<file path="src/rtl/br_arbiter.sv">
`default_nettype none
// ============================================================================
// Module   : br_arbiter
// Purpose  : Two-port round-robin burst arbiter in front of a PSRAM
//            controller. Issues one command per burst, streams write beats
//            from the owning port, routes read beats back to it, and enforces
//            an idle gap between bursts.
// Revision : 1.0 - initial release
// ============================================================================
module br_arbiter #(
  parameter int BURST_BEATS = 4,
  parameter int CMD_GAP     = 14,
  parameter int ADDR_WIDTH  = 21
) (
  input  logic                  clk,
  input  logic                  rst_n,
  input  logic                  init_calib,
  // port 0
  input  logic                  p0_req,
  input  logic                  p0_cmd,
  input  logic [ADDR_WIDTH-1:0] p0_addr,
  input  logic [63:0]           p0_wr_data,
  input  logic [7:0]            p0_data_mask,
  output logic                  p0_ack,
  output logic                  p0_wr_next,
  output logic [63:0]           p0_rd_data,
  output logic                  p0_rd_data_valid,
  output logic                  p0_done,
  // port 1
  input  logic                  p1_req,
  input  logic                  p1_cmd,
  input  logic [ADDR_WIDTH-1:0] p1_addr,
  input  logic [63:0]           p1_wr_data,
  input  logic [7:0]            p1_data_mask,
  output logic                  p1_ack,
  output logic                  p1_wr_next,
  output logic [63:0]           p1_rd_data,
  output logic                  p1_rd_data_valid,
  output logic                  p1_done,
  // controller side
  output logic                  br_cmd,
  output logic                  br_cmd_en,
  output logic [ADDR_WIDTH-1:0] br_addr,
  output logic [63:0]           br_wr_data,
  output logic [7:0]            br_data_mask,
  input  logic [63:0]           br_rd_data,
  input  logic                  br_rd_data_valid,
  output logic                  err
);

  localparam int c_beat_w = $clog2(BURST_BEATS) + 1;
  localparam int c_gap_w  = $clog2(CMD_GAP) + 1;
  localparam logic [c_beat_w-1:0] c_beat_last = c_beat_w'(BURST_BEATS - 1);
  localparam logic [c_gap_w-1:0]  c_gap_last  = c_gap_w'(CMD_GAP - 1);

  typedef enum logic [1:0] {
    ST_IDLE  = 2'd0,
    ST_WRITE = 2'd1,
    ST_READ  = 2'd2,
    ST_GAP   = 2'd3
  } state_t;

  state_t                r_state;
  logic [c_beat_w-1:0]   r_beat;
  logic [c_gap_w-1:0]    r_gap;
  logic                  r_last_grant;   // 1: port 1 was granted last
  logic                  r_owner;        // port that owns the current burst
  logic                  r_err;
  logic                  r_cmd_en;
  logic                  r_cmd;
  logic [ADDR_WIDTH-1:0] r_addr;
  logic                  r_ack0;
  logic                  r_ack1;
  logic                  r_done0;
  logic                  r_done1;

  logic                  w_grant0;
  logic                  w_grant1;
  logic                  w_sel_cmd;
  logic [ADDR_WIDTH-1:0] w_sel_addr;
  logic                  w_wr_beat;
  logic                  w_rd_route;
  logic                  w_last_beat;

  // Round-robin grant, only evaluated while idle and calibrated
  always_comb begin
    w_grant0 = 1'b0;
    w_grant1 = 1'b0;
    if (r_state == ST_IDLE && init_calib) begin
      if (p0_req && p1_req) begin
        w_grant0 = r_last_grant;
        w_grant1 = ~r_last_grant;
      end else begin
        w_grant0 = p0_req;
        w_grant1 = p1_req;
      end
    end
  end

  assign w_sel_cmd  = w_grant1 ? p1_cmd  : p0_cmd;
  assign w_sel_addr = w_grant1 ? p1_addr : p0_addr;

  // Every WRITE cycle carries one beat; READ beats arrive with the valid strobe
  assign w_wr_beat   = (r_state == ST_WRITE);
  assign w_rd_route  = br_rd_data_valid && (r_state == ST_READ);
  assign w_last_beat = (r_beat == c_beat_last);

  // Burst sequencing, arbitration bookkeeping and registered strobes
  always_ff @(posedge clk or negedge rst_n) begin
    if (!rst_n) begin
      r_state      <= ST_IDLE;
      r_beat       <= '0;
      r_gap        <= '0;
      r_last_grant <= 1'b1;
      r_owner      <= 1'b0;
      r_err        <= 1'b0;
      r_cmd_en     <= 1'b0;
      r_cmd        <= 1'b0;
      r_addr       <= '0;
      r_ack0       <= 1'b0;
      r_ack1       <= 1'b0;
      r_done0      <= 1'b0;
      r_done1      <= 1'b0;
    end else begin
      r_cmd_en <= 1'b0;
      r_ack0   <= 1'b0;
      r_ack1   <= 1'b0;
      r_done0  <= 1'b0;
      r_done1  <= 1'b0;

      // Read data outside a read burst has no owner: flag it, never route it
      if (br_rd_data_valid && r_state != ST_READ) begin
        r_err <= 1'b1;
      end

      case (r_state)
        ST_IDLE: begin
          if (w_grant0 || w_grant1) begin
            r_owner      <= w_grant1;
            r_last_grant <= w_grant1;
            r_cmd        <= w_sel_cmd;
            r_addr       <= w_sel_addr;
            r_cmd_en     <= 1'b1;
            r_ack0       <= w_grant0;
            r_ack1       <= w_grant1;
            r_beat       <= '0;
            r_state      <= w_sel_cmd ? ST_WRITE : ST_READ;
          end
        end
        ST_WRITE, ST_READ: begin
          if (w_wr_beat || br_rd_data_valid) begin
            if (w_last_beat) begin
              r_done0 <= ~r_owner;
              r_done1 <= r_owner;
              r_gap   <= '0;
              r_state <= (CMD_GAP == 0) ? ST_IDLE : ST_GAP;
            end else begin
              r_beat <= r_beat + c_beat_w'(1);
            end
          end
        end
        ST_GAP: begin
          if (r_gap == c_gap_last) begin
            r_state <= ST_IDLE;
          end else begin
            r_gap <= r_gap + c_gap_w'(1);
          end
        end
        default: r_state <= ST_IDLE;
      endcase
    end
  end

  // Write beat mux from the owning port; zero outside beat cycles
  always_comb begin
    br_wr_data   = '0;
    br_data_mask = '0;
    if (w_wr_beat) begin
      br_wr_data   = r_owner ? p1_wr_data   : p0_wr_data;
      br_data_mask = r_owner ? p1_data_mask : p0_data_mask;
    end
  end

  assign br_cmd_en        = r_cmd_en;
  assign br_cmd           = r_cmd;
  assign br_addr          = r_addr;
  assign err              = r_err;

  assign p0_ack           = r_ack0;
  assign p1_ack           = r_ack1;
  assign p0_done          = r_done0;
  assign p1_done          = r_done1;
  assign p0_wr_next       = w_wr_beat && !r_owner;
  assign p1_wr_next       = w_wr_beat &&  r_owner;

  assign p0_rd_data       = br_rd_data;
  assign p1_rd_data       = br_rd_data;
  assign p0_rd_data_valid = w_rd_route && !r_owner;
  assign p1_rd_data_valid = w_rd_route &&  r_owner;

endmodule
`default_nettype wire

</file>
<file path="config.mk">
export PLATFORM = sky130hd
export DESIGN_NAME = br_arbiter
export DESIGN_NICKNAME = d
export VERILOG_FILES = /design/src/rtl/br_arbiter.sv
export SDC_FILE = /design/constraint.sdc
export NUM_CORES = 1
export LEC_CHECK = 0
export BUFFER_PORTS_ARGS = -buffer_cell sky130_fd_sc_hd__buf_2
export CORE_AREA = 3 3 190 192
export CTS_BUF_LIST = sky130_fd_sc_hd__clkbuf_8
export DETAILED_ROUTE_END_ITERATION = 16
export DIE_AREA = 0 0 193 195
export GPL_ROUTABILITY_DRIVEN = 0
export PLACE_DENSITY = 0.43
export REMOVE_ABC_BUFFERS = 1
export SYNTH_ARGS = -nofsm -noshare
export SYNTH_HDL_FRONTEND = slang
export SYNTH_SLANG_ARGS = --single-unit
export TNS_END_PERCENT = 20
</file>
<file path="constraint.sdc">
create_clock -name clk -period 2.16 [get_ports clk]
set_clock_uncertainty 0.05 [all_clocks]
set_input_delay 0.108 -clock clk [delete_from_list [all_inputs] [get_ports clk]]
set_output_delay 0.108 -clock clk [all_outputs]
set_load 0.02 [all_outputs]
</file>
# --- After elaboration in Yosys (flattened, before gate mapping) ---
# Index checks and enable logic that the tools add are counted.
word_totals:
  register_bits: 40
  latch_bits: 0
  mem_bits_rw: 0
  mem_bits_ro: 0
  input_bits: 258
  out_inout_bits: 232
  word_cells: 84
  n_memories: 0
classes:
  n_addsub: 2
  mul: 0
  div: 0
  magnitude_cmp: 0
  n_eq_ne: 12
  shifts: 0
  muxes: 36
  bitwise: 2
  n_reduce_logical: 19
ops:
  columns: ["operator", "count"]
  rows:
  - ["$mux 64", 2]
  - ["$mux 21", 1]
  - ["$mux 1", 17]
  - ["$mux 8", 2]
  - ["$mux 5", 3]
  - ["$ne 2x2->1 const B", 6]
  - ["$reduce_and 4->1", 3]
  - ["$mux 2", 5]
  - ["$pmux 5 s2", 1]
  - ["$mux 3", 3]
  - ["$logic_and 1x1->1", 8]
  - ["$pmux 2 s3", 1]
  - ["$pmux 3 s2", 1]
  - ["$add 5x1->5 const B", 1]
  - ["$eq 5x4->1 const B", 1]
  - ["$eq 2x2->1 const B", 2]
  - ["$reduce_bool 2->1", 2]
  - ["$add 3x1->3 const B", 1]
  - ["$eq 3x2->1 const B", 1]
  - ["$eq 2x1->1 const B", 1]
  - ["$logic_not 2->1", 1]
  - ["$logic_or 1x1->1", 2]
  - ["$ne 2x1->1 const B", 1]
  - ["$not 1->1", 2]
  - ["3 further kinds", 3]

# --- Depth between registers and ports, before layout ---
logic_depth:
  ltp_word: 7
  mapped_depth: 7
  depth_no_buf: 6

# --- Worst setup path before layout ---
# OpenSTA, ideal clock, no wires.
synth_path:
  kind: "flip-flop to flip-flop"
  startpoint: "reg r_state[1]"
  endpoint: "reg r_beat[0]"
  setup_ps: 125
  t_arrival_ps: 1755
  required_ps: 1985
  setup_slack_ps: 230
  path_stages_with_launch: 8
  path_buffers: 1
  period_less_slack_ps: 1930
  cell_sequence: "dfrtp_1 -> inv_1 -> ha_1 -> buf_2 -> inv_1 -> o31a_1 -> a21oi_2 -> mux2_2"
synth_via:
  elab_chain_cells: 6
  word_cells_on_any_way: 15
  cone_classes: "eq/ne (5); mux (3); reduce/logical (7)"
synth_rtl:
  columns: ["item", "line_no", "text"]
  rows:
  - ["from (decl)", "63", "state_t r_state;"]
  - ["from (signal assigned)", "147", "r_state <= w_sel_cmd ? ST_WRITE : ST_READ;"]
  - ["from (signal assigned)", "156", "r_state <= (CMD_GAP == 0) ? ST_IDLE : ST_GAP;"]
  - ["$logic_not 2->1", "89, 136", null]
  - ["$logic_and 1x1->1", "89", "if (r_state == ST_IDLE && init_calib) begin"]
  - ["$mux 1", "89", null]
  - ["$logic_or 1x1->1", "138", "if (w_grant0 || w_grant1) begin"]
  - ["$ne 2x1->1 (no source line)", null, null]
  - ["$reduce_and 4->1 (no source line)", null, null]
  - ["to (signal assigned)", "158", "r_beat <= r_beat + c_beat_w'(1);"]
  - ["to (decl)", "64", "logic [c_beat_w-1:0] r_beat;"]
# Several ways; a longest one is shown, not always the timed one.
# A chain may end at the register's enable or synchronous reset.

# --- Final worst setup path ---
layout_path:
  startpoint: "reg r_owner"
  endpoint: "out br_wr_data[18]"
layout_via:
  elab_chain_cells: 2
layout_rtl:
  columns: ["item", "line_no", "text"]
  rows:
  - ["from (decl)", "67", "logic r_owner;"]
  - ["from (signal assigned)", "139", "r_owner <= w_grant1;"]
  - ["$mux 64", "179", "br_wr_data = r_owner ? p1_wr_data : p0_wr_data;"]
  - ["$mux 64", "178", "if (w_wr_beat) begin"]
  - ["to (decl)", "44", "output logic [63:0] br_wr_data,"]
# No other way between the ends.

==> run metrics <==
outcome completed; setup violators final 0; via count 3929; Multi-input gate area 2050 um^2; top-level port count 490; met2 routed WL 8770 um; # fillers 3969; Slew headroom 0.563; Core Rows 68; core area 34500 um^2; Worst EP required 2000 ps; area share of the leading cell type in the synthesized netlist 0.238; number of CTS-inserted buffers 5; area grow syn2layout 31.0%; Reg clk slew, reported paths 80 ps; Post-synth top flop dfrtp_1; initial antenna violation count 1; WL/cell 20.8 um; placed cells 1097; first-pass GRT wire length 29100 um; Die Y 195 um; Pwr Total 0.00571 W; Avg Cell Area, Syn 8.67 um^2; Fmax achieved 502 MHz; most common cell after layout, fill and taps aside buf_2; vias per cell 3.55; Clock Latency Late Sink 300 ps; Total GRT Usage 0.111; commonest non-fill, non-tap cells in the layout buf_2 (297), mux2i_1 (99), nor2b_1 (73), dfrtp_1 (38), nand2_1 (30); Mapped Area 4170 um^2; CP Class reg -> out; post-route ant nets 0; Synth Warn # 0; Max rail drop VDD 0.415 mV; EDFF count, synth 0; Final Critical Period 1990 ps; unrepaired setup endpoints after global routing no; CTS hold repair buffers 1; fin nets 917; H-Tree Depth 2; Clock Root Buffer clkbuf_8; grt total ovfl 0; CTS resizes 0; P per Cell Area 1050 nW/um^2; number of global-route vias before repair 3683; Detail Placement HPWL 18500 um; final non-filler cell total 1106; clk sinks 40; crit path DAT 1830 ps; ant diodes 0; clk buf depth 2; highest routed layer met5; die area 37600 um^2; M1 WL 8700 um; leakage power 3.05 nW; sequential share of the synthesized area 0.240; routed length on met3 4930 um; Post-synth ARST share 1.00; # DRC 0; Yosys reg bits 40; die width 193 um; Post CTS Setup Buffer Count 0; I/O Buffers 297; period utilisation layout 0.922; MaxCap Viol Count 0; Worst Path Max Fanout 33; sum of negative setup slack 0 ps; share of layout cells above drive strength 1 0.504; cells taking the most area after synthesis mux2i_1 (24%), dfrtp_1 (23%), buf_4 (23%); Initial Util 0.121; worst setup margin 169 ps; largest net degree at the start of global routing 75; Post-Syn Instances 481; DRT iter0 DRCs 108; Max Slew Vio Count 0; Yosys top cell by area mux2i_1; Final Hold Viols 0; Startpoint Class flip-flop; drt total wl 23000 um; hold crit path type in -> reg; final core occ 0.158; worst slack, placed 252 ps; crit end category output port; Distinct cells, synth 35; Sequential cell area 1010 um^2; Worst-Margin Slew 655 ps; Pre-antenna DRT Iters 4; TritonCTS clock tree built
-- cells by family (layout without fill, tap and decap cells) --
kind of cell,Yosys count,in the layout,share of synthesized area
buf+inv,165,335,0.268
simple gates,125,125,0.164
mux,100,100,0.240
compound gates,42,42,0.0606
flops,40,40,0.240
fa+ha+maj,9,9,0.0270
-- cell usage after synthesis (9+ instances only) --
cell,n
dfrtp_1,39
ha_1,9
buf_2,10
nand2_1,30
nor2_1,11
inv_1,12
o21ai_0,25
buf_4,129
mux2i_1,99
clkbuf_1,13
nor2b_1,73
-- per-stage QoR --
stage	hold WS [ps]	cell area (um^2)
floorplan	-238	3100
global placement	126	5330
detailed placement	131	5330
CTS	28.9	5460
global route	48.8	5460
finish	36.1	5460
-- flip-flops by register name (all words and copies together) (netlist names), 2 cells and up --
signal   flops
r_gap        5
r_beat       3
r_state      2
br_addr     21
-- per-layer routing --
layer | vias up | GRT usage
li1 | 1789 | -
met1 | 1712 | 0.121
met2 | 389 | 0.153
met3 | 26 | 0.106
met4 | 13 | 0.0161
met5 | - | 0.0862
-- worst max-delay path, cell delays in order, from the launching register on --
cell and delay, ps:
dfrtp_4 790, buf_12 240, mux2i_1 230, nor2b_1 70, buf_2 160
-- where the power goes --
group	switching, W	total, W	internal [W]
clock	0.000289	0.000697	0.000408
sequential	0.000313	0.00135	0.00104
combinational	0.00203	0.00366	0.00163
-- worst paths after layout --
path | depth (start not counted) | slack, ps | endpoint | startpoint
min reg2reg | 1 | 410 | err | err
max reg2reg | 6 | 230 | r_state[0] | r_state[0]
max | 4 | 170 | br_wr_data[18] | r_owner
max in group asynchronous | 3 | 1040 | br_addr[3] | rst_n
min in group asynchronous | 2 | 320 | br_addr[11] | rst_n
min | 3 | 40 | br_addr[14] | p1_addr[14]
-- final cells by class --
type / instances / share of cell area
multi-input combinational: 276 / 0.376
timing repair buffer: 315 / 0.304
sequential: 40 / 0.184
tap: 455 / 0.104
clock buffer: 7 / 0.0176
inverter: 12 / 0.00825
clock inverter: 1 / 0.00550
No activity file was read; power rests on OpenSTA's default activity.
